===== config.mk =====
export PLATFORM = sky130hd
export DESIGN_NAME = alu_exec_unit
export DESIGN_NICKNAME = d
export VERILOG_FILES = /design/src/rtl/alu_pkg.sv /design/src/rtl/add_carry.sv /design/src/rtl/alu_exec_unit.sv
export SDC_FILE = /design/constraint.sdc
export NUM_CORES = 1
export LEC_CHECK = 0
export BUFFER_PORTS_ARGS = -buffer_cell sky130_fd_sc_hd__buf_2
export CORE_ASPECT_RATIO = 1.5
export CORE_MARGIN = 3
export CORE_UTILIZATION = 45
export CTS_BUF_LIST = sky130_fd_sc_hd__clkbuf_16
export DETAILED_ROUTE_END_ITERATION = 8
export GPL_TIMING_DRIVEN = 0
export PLACE_DENSITY_LB_ADDON = 0.12
export SLEW_MARGIN = 20
export SYNTH_ARGS = -nofsm -noshare
export SYNTH_HDL_FRONTEND = slang
export SYNTH_SLANG_ARGS = --single-unit

===== constraint.sdc =====
create_clock -name clk -period 7.4 [get_ports clk]
set_input_delay 1.11 -clock clk [delete_from_list [all_inputs] [get_ports clk]]
set_output_delay 1.11 -clock clk [all_outputs]
set_load 0.01 [all_outputs]

===== src/rtl/alu_pkg.sv =====
// ----------------------------------------------------------------------------
// alu_pkg
// Shared constants for the LEGv8 execute stage: 4-bit ALU operation codes,
// the R-type opcodes (ins[31:21]) recognised by ALU control, the ALUOp
// encodings driven by main control, and the ALU-control decode function.
// ----------------------------------------------------------------------------
package alu_pkg;

   // ALU operation codes
   localparam logic [3:0] ALU_AND   = 4'b0000;
   localparam logic [3:0] ALU_ORR   = 4'b0001;
   localparam logic [3:0] ALU_ADD   = 4'b0010;
   localparam logic [3:0] ALU_SUB   = 4'b0110;
   localparam logic [3:0] ALU_PASSB = 4'b0111;
   localparam logic [3:0] ALU_NOR   = 4'b1100;
   localparam logic [3:0] ALU_ILL   = 4'b1111;

   // R-type opcodes, ins[31:21]
   localparam logic [10:0] OPC_ADD = 11'b10001011000;
   localparam logic [10:0] OPC_SUB = 11'b11001011000;
   localparam logic [10:0] OPC_AND = 11'b10001010000;
   localparam logic [10:0] OPC_ORR = 11'b10101010000;

   // ALUOp encodings from main control
   localparam logic [1:0] ALUOP_MEM   = 2'b00;  // loads/stores: address add
   localparam logic [1:0] ALUOP_CBZ   = 2'b01;  // CBZ: pass B through for zero test
   localparam logic [1:0] ALUOP_RTYPE = 2'b10;  // decode by opcode
   localparam logic [1:0] ALUOP_RSVD  = 2'b11;  // unused by main control, treated as add

   // ALU-control decode: (ALUOp, opcode) -> ALU operation code
   function automatic logic [3:0] alu_decode(input logic [1:0]  op,
                                             input logic [10:0] opc);
      logic [3:0] code;
      case (op)
         ALUOP_MEM:   code = ALU_ADD;
         ALUOP_CBZ:   code = ALU_PASSB;
         ALUOP_RSVD:  code = ALU_ADD;
         ALUOP_RTYPE: begin
            case (opc)
               OPC_ADD: code = ALU_ADD;
               OPC_SUB: code = ALU_SUB;
               OPC_AND: code = ALU_AND;
               OPC_ORR: code = ALU_ORR;
               default: code = ALU_ILL;
            endcase
         end
         default:     code = ALU_ILL;
      endcase
      return code;
   endfunction

endpackage


===== src/rtl/add_carry.sv =====
// ----------------------------------------------------------------------------
// add_carry
// Combinational WIDTH-bit adder with carry-in and carry-out. Sum wraps
// modulo 2^WIDTH; cout_o is the carry out of bit WIDTH-1.
// Ports:
//   a_i, b_i  : WIDTH-bit addends
//   cin_i     : carry-in (1 turns a + ~b into a two's complement subtract)
//   sum_o     : WIDTH-bit sum
//   cout_o    : carry-out
// ----------------------------------------------------------------------------
module add_carry #(
   parameter int WIDTH = 64
) (
   input  logic [WIDTH-1:0] a_i,
   input  logic [WIDTH-1:0] b_i,
   input  logic             cin_i,
   output logic [WIDTH-1:0] sum_o,
   output logic             cout_o
);

   logic [WIDTH:0] wide_s;

   // Zero-extend by one bit so the top bit of the sum is the carry-out
   assign wide_s = {1'b0, a_i} + {1'b0, b_i} + {{WIDTH{1'b0}}, cin_i};
   assign sum_o  = wide_s[WIDTH-1:0];
   assign cout_o = wide_s[WIDTH];

endmodule


===== src/rtl/alu_exec_unit.sv =====
// ----------------------------------------------------------------------------
// alu_exec_unit
// Registered execute stage of the LEGv8 datapath: ALU-control decode, a
// 64-bit ALU with N/Z/C/V flags, and the PC+4 / PC+offset adders. All
// outputs are registered (one-cycle latency) and cleared by async reset.
// Ports:
//   clk, reset          : rising-edge clock, async active-high reset
//   in_valid            : inputs valid this cycle (copied to out_valid)
//   ins                 : instruction; only ins[31:21] is decoded
//   alu_op              : ALUOp from main control
//   data_a, data_b      : ALU operands (B already muxed with immediate)
//   pc, branch_offset   : PC and shifted sign-extended branch offset
//   out_valid, alu_ctrl : registered valid and decoded ALU operation
//   alu_result + flags  : registered result, zero/negative/carry/overflow
//   pc_plus4(_carry)    : registered pc + PC_INC and its carry-out
//   pc_branch(_carry)   : registered pc + branch_offset and its carry-out
// ----------------------------------------------------------------------------
module alu_exec_unit
   import alu_pkg::*;
#(
   parameter int WIDTH  = 64,
   parameter int PC_INC = 4
) (
   input  logic             clk,
   input  logic             reset,
   input  logic             in_valid,
   input  logic [31:0]      ins,
   input  logic [1:0]       alu_op,
   input  logic [WIDTH-1:0] data_a,
   input  logic [WIDTH-1:0] data_b,
   input  logic [WIDTH-1:0] pc,
   input  logic [WIDTH-1:0] branch_offset,
   output logic             out_valid,
   output logic [3:0]       alu_ctrl,
   output logic [WIDTH-1:0] alu_result,
   output logic             zero,
   output logic             negative,
   output logic             carry,
   output logic             overflow,
   output logic [WIDTH-1:0] pc_plus4,
   output logic             pc_plus4_carry,
   output logic [WIDTH-1:0] pc_branch,
   output logic             pc_branch_carry
);

   localparam logic [WIDTH-1:0] PC_INC_W = WIDTH'(PC_INC);

   logic [3:0]       ctrl_d;
   logic             is_sub_s;
   logic [WIDTH-1:0] add_b_s;
   logic [WIDTH-1:0] add_sum_s;
   logic             add_cout_s;
   logic [WIDTH-1:0] result_d;
   logic             carry_d;
   logic             overflow_d;
   logic [WIDTH-1:0] pc_plus4_d;
   logic             pc_plus4_carry_d;
   logic [WIDTH-1:0] pc_branch_d;
   logic             pc_branch_carry_d;

   logic             valid_q;
   logic [3:0]       ctrl_q;
   logic [WIDTH-1:0] result_q;
   logic             zero_q;
   logic             negative_q;
   logic             carry_q;
   logic             overflow_q;
   logic [WIDTH-1:0] pc_plus4_q;
   logic             pc_plus4_carry_q;
   logic [WIDTH-1:0] pc_branch_q;
   logic             pc_branch_carry_q;

   // Register/immediate field bits are not needed by ALU control
   logic unused_ins_s;
   assign unused_ins_s = ^ins[20:0];

   // ALU-control decode from ALUOp and the 11-bit opcode
   always_comb begin
      ctrl_d = alu_decode(alu_op, ins[31:21]);
   end

   // Subtract reuses the adder as A + ~B + 1, so carry means "no borrow"
   assign is_sub_s = (ctrl_d == ALU_SUB);
   assign add_b_s  = is_sub_s ? ~data_b : data_b;

   add_carry #(.WIDTH(WIDTH)) u_alu_add (
      .a_i    (data_a),
      .b_i    (add_b_s),
      .cin_i  (is_sub_s),
      .sum_o  (add_sum_s),
      .cout_o (add_cout_s)
   );

   add_carry #(.WIDTH(WIDTH)) u_pc_add (
      .a_i    (pc),
      .b_i    (PC_INC_W),
      .cin_i  (1'b0),
      .sum_o  (pc_plus4_d),
      .cout_o (pc_plus4_carry_d)
   );

   add_carry #(.WIDTH(WIDTH)) u_branch_add (
      .a_i    (pc),
      .b_i    (branch_offset),
      .cin_i  (1'b0),
      .sum_o  (pc_branch_d),
      .cout_o (pc_branch_carry_d)
   );

   // ALU result and C/V flags; C and V are meaningful only for add/sub
   always_comb begin
      result_d   = {WIDTH{1'b0}};
      carry_d    = 1'b0;
      overflow_d = 1'b0;
      case (ctrl_d)
         ALU_AND:   result_d = data_a & data_b;
         ALU_ORR:   result_d = data_a | data_b;
         ALU_ADD, ALU_SUB: begin
            result_d   = add_sum_s;
            carry_d    = add_cout_s;
            // Adder operands share a sign but the sum's sign differs.
            // With B inverted for subtract this is the subtract rule too.
            overflow_d = (data_a[WIDTH-1] == add_b_s[WIDTH-1]) &&
                         (add_sum_s[WIDTH-1] != data_a[WIDTH-1]);
         end
         ALU_PASSB: result_d = data_b;
         ALU_NOR:   result_d = ~(data_a | data_b);
         default:   result_d = {WIDTH{1'b0}};
      endcase
   end

   // Output register bank: loads every cycle, cleared by async reset
   always_ff @(posedge clk or posedge reset) begin
      if (reset) begin
         valid_q           <= 1'b0;
         ctrl_q            <= 4'b0000;
         result_q          <= {WIDTH{1'b0}};
         zero_q            <= 1'b0;
         negative_q        <= 1'b0;
         carry_q           <= 1'b0;
         overflow_q        <= 1'b0;
         pc_plus4_q        <= {WIDTH{1'b0}};
         pc_plus4_carry_q  <= 1'b0;
         pc_branch_q       <= {WIDTH{1'b0}};
         pc_branch_carry_q <= 1'b0;
      end else begin
         valid_q           <= in_valid;
         ctrl_q            <= ctrl_d;
         result_q          <= result_d;
         zero_q            <= (result_d == {WIDTH{1'b0}});
         negative_q        <= result_d[WIDTH-1];
         carry_q           <= carry_d;
         overflow_q        <= overflow_d;
         pc_plus4_q        <= pc_plus4_d;
         pc_plus4_carry_q  <= pc_plus4_carry_d;
         pc_branch_q       <= pc_branch_d;
         pc_branch_carry_q <= pc_branch_carry_d;
      end
   end

   assign out_valid       = valid_q;
   assign alu_ctrl        = ctrl_q;
   assign alu_result      = result_q;
   assign zero            = zero_q;
   assign negative        = negative_q;
   assign carry           = carry_q;
   assign overflow        = overflow_q;
   assign pc_plus4        = pc_plus4_q;
   assign pc_plus4_carry  = pc_plus4_carry_q;
   assign pc_branch       = pc_branch_q;
   assign pc_branch_carry = pc_branch_carry_q;

endmodule


Word-level counts from Yosys, hierarchy flattened
Cells that the tools add are included.

Bits in registers: 203. Bits of input ports: 293. Output and inout port bits: 203. Logic and storage cells: 45.

Add/sub/neg operators: 4. Eq/ne operators: 14. Mux-type cells: 6. Bitwise gates (word level): 4. Reductions and logical operators: 6.

Operators by type and width (number): 64-bit one-hot mux with 5 select lines (1); 64-bit by 64-bit adder with 65-bit output (2); 64-bit inverter (2); 64-bit by 3-bit adder with 65-bit output (second input constant) (1); 65-bit by 1-bit adder with 65-bit output (1); 64-bit bitwise AND (1); 64-bit logical NOT (1); 64-bit two-way mux (1); 64-bit bitwise OR (1); 11-bit equality test (second input constant) (4); 4-bit one-hot mux with 4 select lines (1); 4-bit one-hot mux with 3 select lines (1); 4-bit by 3-bit equality test with 1-bit output (second input constant) (2); 2-bit equality test (second input constant) (2); 4-bit by 1-bit equality test with 1-bit output (second input constant) (1); 4-bit by 2-bit equality test with 1-bit output (second input constant) (1); 4-bit equality test (second input constant) (1); 4-bit logical NOT (1); 2-bit OR reduction (2); 2-bit by 1-bit equality test with 1-bit output (second input constant) (1); 2-bit logical NOT (1); 1-bit two-way mux (2); 1-bit equality test (1); 1-bit logical AND (1); 1-bit inequality test (1).

Logic depth before layout (Yosys ltp)
Word-level depth: 10. Gate-level depth with buffers: 23. Gate-level depth less buffers: 21.

Cells and area by module
Synthesis repeated with hierarchy kept, for this count alone.

Cells, all modules: 2309. Area, all modules: 19342.3 µm².

Modules (own cells, without submodules): alu_exec_unit (times used 1, cells an instance 656, area each 7953.9 µm², seq. area each 5054.8 µm²); add_carry (u_pc_add) (times used 1, cells an instance 565, area each 3802.4 µm², seq. area each 0.0 µm²); add_carry (u_branch_add) (times used 1, cells an instance 548, area each 3799.9 µm², seq. area each 0.0 µm²); add_carry (u_alu_add) (times used 1, cells an instance 540, area each 3786.1 µm², seq. area each 0.0 µm²).

Least setup slack after synthesis
Ideal clock, no wire load.

Kind: input port to flip-flop. Start: in alu_op[0]. End: reg zero_q, in the netlist zero. Setup time: 0.072 ns. Arrival: 6.018 ns. Required time: 7.328 ns. Path slack: 1.310 ns. Cell stages on the path: 23. Buffers on the path: 3. Cells stage by stage: inv_1 ha_1 nor4_2 or3_1 nor2_1 buf_1 clkbuf_1 xor2_1 ha_1 clkbuf_1 nor2b_1 o2111a_1 nor3_1 or3_1 a21oi_1 xnor2_1 o21ai_0 or4bb_1 nor4b_2 nand4_1 nor4_1 nand4_1 nor2_1.

Word-level cells in the longest chain between the ends: 9. Elaborated cells between the ends (all ways): 18.

Ends and longest elaborated chain: from (decl) (line alu_exec_unit.sv:28) `input logic [1:0] alu_op,`; 2-bit equality test / 2-bit logical NOT (equally long branches) (line alu_pkg.sv:34) `case (op)`; 2-bit OR reduction (no source line); 4-bit one-hot mux with 3 select lines * (line alu_pkg.sv:34); 4-bit by 3-bit equality test with 1-bit output (line alu_exec_unit.sv:83, alu_exec_unit.sv:115); 64-bit two-way mux (line alu_exec_unit.sv:84) `assign add_b_s = is_sub_s ? ~data_b : data_b;`; 64-bit by 64-bit adder with 65-bit output (line add_carry.sv:24) `assign wide_s = {1'b0, a_i} + {1'b0, b_i} + {{WIDTH{1'b0}}, cin_i};`; 65-bit by 1-bit adder with 65-bit output (line add_carry.sv:24); 64-bit one-hot mux with 5 select lines * (line alu_exec_unit.sv:115) `case (ctrl_d)`; via result_d[24] (line alu_exec_unit.sv:53) `logic [WIDTH-1:0] result_d;`; 64-bit logical NOT * (line alu_exec_unit.sv:150) `zero_q <= (result_d == {WIDTH{1'b0}});`; to (signal assigned) (line alu_exec_unit.sv:150); to (decl) (line alu_exec_unit.sv:64) `logic zero_q;`.

The timed path passes the listed nets; every way through them passes the cells marked *.

Final worst setup path
Start: in ins[22]. End: reg zero_q, in the netlist zero.

Word-level cells in the longest chain between the ends: 9. Elaborated cells between the ends (all ways): 18.

Ends and longest elaborated chain: from (decl) (line alu_exec_unit.sv:27) `input logic [31:0] ins,`; 11-bit equality test (line alu_pkg.sv:39) `case (opc)`; 4-bit one-hot mux with 4 select lines * (line alu_pkg.sv:39); 4-bit one-hot mux with 3 select lines * (line alu_pkg.sv:34); 4-bit by 3-bit equality test with 1-bit output (line alu_exec_unit.sv:83, alu_exec_unit.sv:115); 64-bit two-way mux (line alu_exec_unit.sv:84); 64-bit by 64-bit adder with 65-bit output (line add_carry.sv:24); 65-bit by 1-bit adder with 65-bit output (line add_carry.sv:24); 64-bit one-hot mux with 5 select lines * (line alu_exec_unit.sv:115); via result_d[24] (line alu_exec_unit.sv:53); 64-bit logical NOT * (line alu_exec_unit.sv:150).

Marks and branches as above.

==> flow_summary.ini <==
[run_status]
outcome = finished clean

[synth]
synth_common_cells = dfrtp_1, a21oi_1, ha_1
synthArstFlopShare = 1.00
dominantRegCellSynth = dfrtp_1
synth_edf_count = 0
synth_nets = 2287
synth_top_cell_by_area = dfrtp_1
synthMostInstantiatedCell = dfrtp_1
ys_types = 90
syn-cell-area_um2 = 16400
netlist.area_leader.share = 0.308
avgSynthCellArea_um2 = 8.89
synth-seq-cells = 202
ys_seq_area_frac = 0.308
netlist_instances = 1849
ys_warn_count = 0
synth.area.top_cells = dfrtp_1, ha_1, xnor2_1

[drt]
drt-total-wl_mm = 65.6
first_iter_violations = 1176
drc = 0
wl_per_cell_um = 23.0
drtAntennaViolNets = 0
vias = 16925
drt-vias-per-instance = 5.93
dr.pass1.iters = 6

[cells_and_area]
regArea_um2 = 5050
fillers = 3498
layout-drive-gt1-share = 0.237
layout.nets = 2788
area_delta_synth_final_pct = 23.1
multi_input_area_um2 = 10900
fin_util = 0.563

[place]
gp_congestion = 0.953
hpwlAfterDp_mm = 53.4
port_buffers = 474

[global_route]
grt_antenna_before_repair = 9
grt_pass1_wl_mm = 96.4
grt.overflow.total = 0
grt_max_degree = 95
grt_usage = 0.320
grt_pass1_vias = 16775

[critical_path]
required_ns = 7.85
path_max_fanout = 10
critPathKind = in2reg
crit_path_end_kind = flip-flop
crit_arrival_ns = 7.54
startpoint_type = input port

[sta]
period_minus_slack_ns = 7.09
post-route-period-util = 0.958
rsz0062_at_grt = false
worst_pin_slew_ns = 0.975
slew_viol_final = 0
fmax_ghz = 0.141
finalSetupViolations = 0
finalHoldViolCount = 0
relSlewSlack = 0.350
finalSetupTns_ns = 0

[floorplan]
die_y_um = 240
fp-row-count = 85
core_area_um2 = 35900
start_util = 0.457
die-area_um2 = 38900
fp.dieW_um = 162
pin_count = 496

[clock_tree]
clk_pin_slew_ns = 0.06
cts-root-buf = clkbuf_16
clock-sinks = 202
clock_path_buffers = 3
tritoncts = yes
numCtsBuffers = 23
cts_max_level = 1
postCtsSetupBuffers = 0

[worst_hold_path]
hp-class = in2async

[pwr]
powerDensity_nw_per_um2 = 193
power_mw = 3.91
ir_worst_vdd_uv = 151
leakagePower_nw = 9.49

[job]
drv_cap = 0
[what timing repair did]
action / CTS / global route
endpoints found under the setup margin: 1 / 1
gates resized for setup: 6 / 14
hold buffers: 0 / 0
[sequential cells by signal (all words and copies together) (netlist names)]
name / cells
alu_ctrl: 4
pc_branch_carry: 1
overflow: 1
out_valid: 1
pc_plus4_carry: 1
pc_plus4: 64
zero: 1
negative: 1
alu_result: 63
carry: 1
pc_branch: 64
[worst paths after layout]
check / from / to / slack, ns / cells after the start
worst min-delay path: reset / alu_result[49] / 0.58 / 2
min in group clk: in_valid / out_valid / 0.69 / 1
max in group asynchronous: reset / pc_branch[0] / 5.65 / 4
worst max-delay path: ins[22] / zero / 0.31 / 23
[critical path, stage by stage]
cell	delay, ns
buf_2	0.11
nor4_4	0.31
nand4_1	0.20
or3_1	0.42
nor2_1	0.23
buf_2	0.31
clkbuf_4	0.37
xor2_1	0.18
ha_1	0.24
clkbuf_1	0.22
a21oi_2	0.31
nand2_1	0.12
a221oi_2	0.44
nor3b_2	0.31
a21oi_1	0.12
xnor2_1	0.16
o21ai_0	0.22
or4bb_1	0.58
nor4b_2	0.47
nand4_1	0.38
nor4_2	0.43
nand4_1	0.13
nor2_1	0.14
[where the power goes]
part           total, mW  internal [mW]  switching [mW]
combinational       1.49          0.569           0.921
clock               1.10          0.632           0.468
sequential          1.32           1.27          0.0504
[routing by layer]
layer / vias to the layer above / GRT usage / share of wire
met5: - / 0 / 0.00020
met1: 8045 / 0.345 / 0.36
met4: 2 / 0.189 / 0.065
met2: 791 / 0.591 / 0.51
met3: 204 / 0.0462 / 0.067
li1: 7883 / - / -
[final cells by class]
type                       count  share of cell area
multi-input combinational   1531               0.541
antenna                       10             0.00124
tap                          478              0.0296
clock buffer                  23              0.0284
buffer                        68              0.0145
inverter                      48             0.00927
sequential                   202               0.250
clock inverter                16             0.00637
timing repair buffer         476               0.120
[cell usage in the layout, fill, tap and decap left out, types with 7 or more instances in the layout]
cell type / count
buf_2: 479
dfrtp_1: 202
a21oi_1: 150
ha_1: 143
nand2_1: 141
xor2_1: 112
o21ai_0: 112
xnor2_1: 112
nor2_1: 84
nand3_1: 73
a21o_1: 67
maj3_1: 55
inv_1: 49
clkbuf_1: 46
a22oi_1: 43
nand4_1: 40
nor3_1: 35
and3_1: 27
o21a_1: 23
clkbuf_16: 23
a31oi_1: 22
o21bai_1: 20
nor4_1: 19
nor2b_1: 18
o211ai_1: 17
nand2b_1: 16
a211oi_1: 15
or3_1: 14
and2_1: 11
diode_2: 10
o31ai_1: 10
or4_1: 9
buf_1: 9
a21boi_0: 8
mux2i_1: 8
or2_2: 7
[metrics by stage]
step	std cells	hold slack (ns)	worst slack [ns]	instance area, µm²
6_report	2852	0.583	0.310	20200
2_1_floorplan	1849	1.14	0.779	16400
3_5_place_dp	2803	1.13	-1.27	19500
5_1_grt	2850	0.597	0.0129	20200
4_1_cts	2842	0.574	0.141	20200
3_3_place_gp	2801	1.22	-1.60	19400
[cell families (layout without fill, tap and decap cells)]
family,count (synthesis),count (layout),share of synthesized area
multiplexers,10,10,0.00624
AO/OA/AOI/OAI,568,568,0.227
AND/OR/NAND/NOR,528,528,0.166
flip-flops,202,202,0.308
XOR/XNOR,224,224,0.119
other,0,10,0
adder cells (fa/ha/maj),201,201,0.145
buffers and inverters,116,631,0.0279
(Power assumes the default switching activity.)
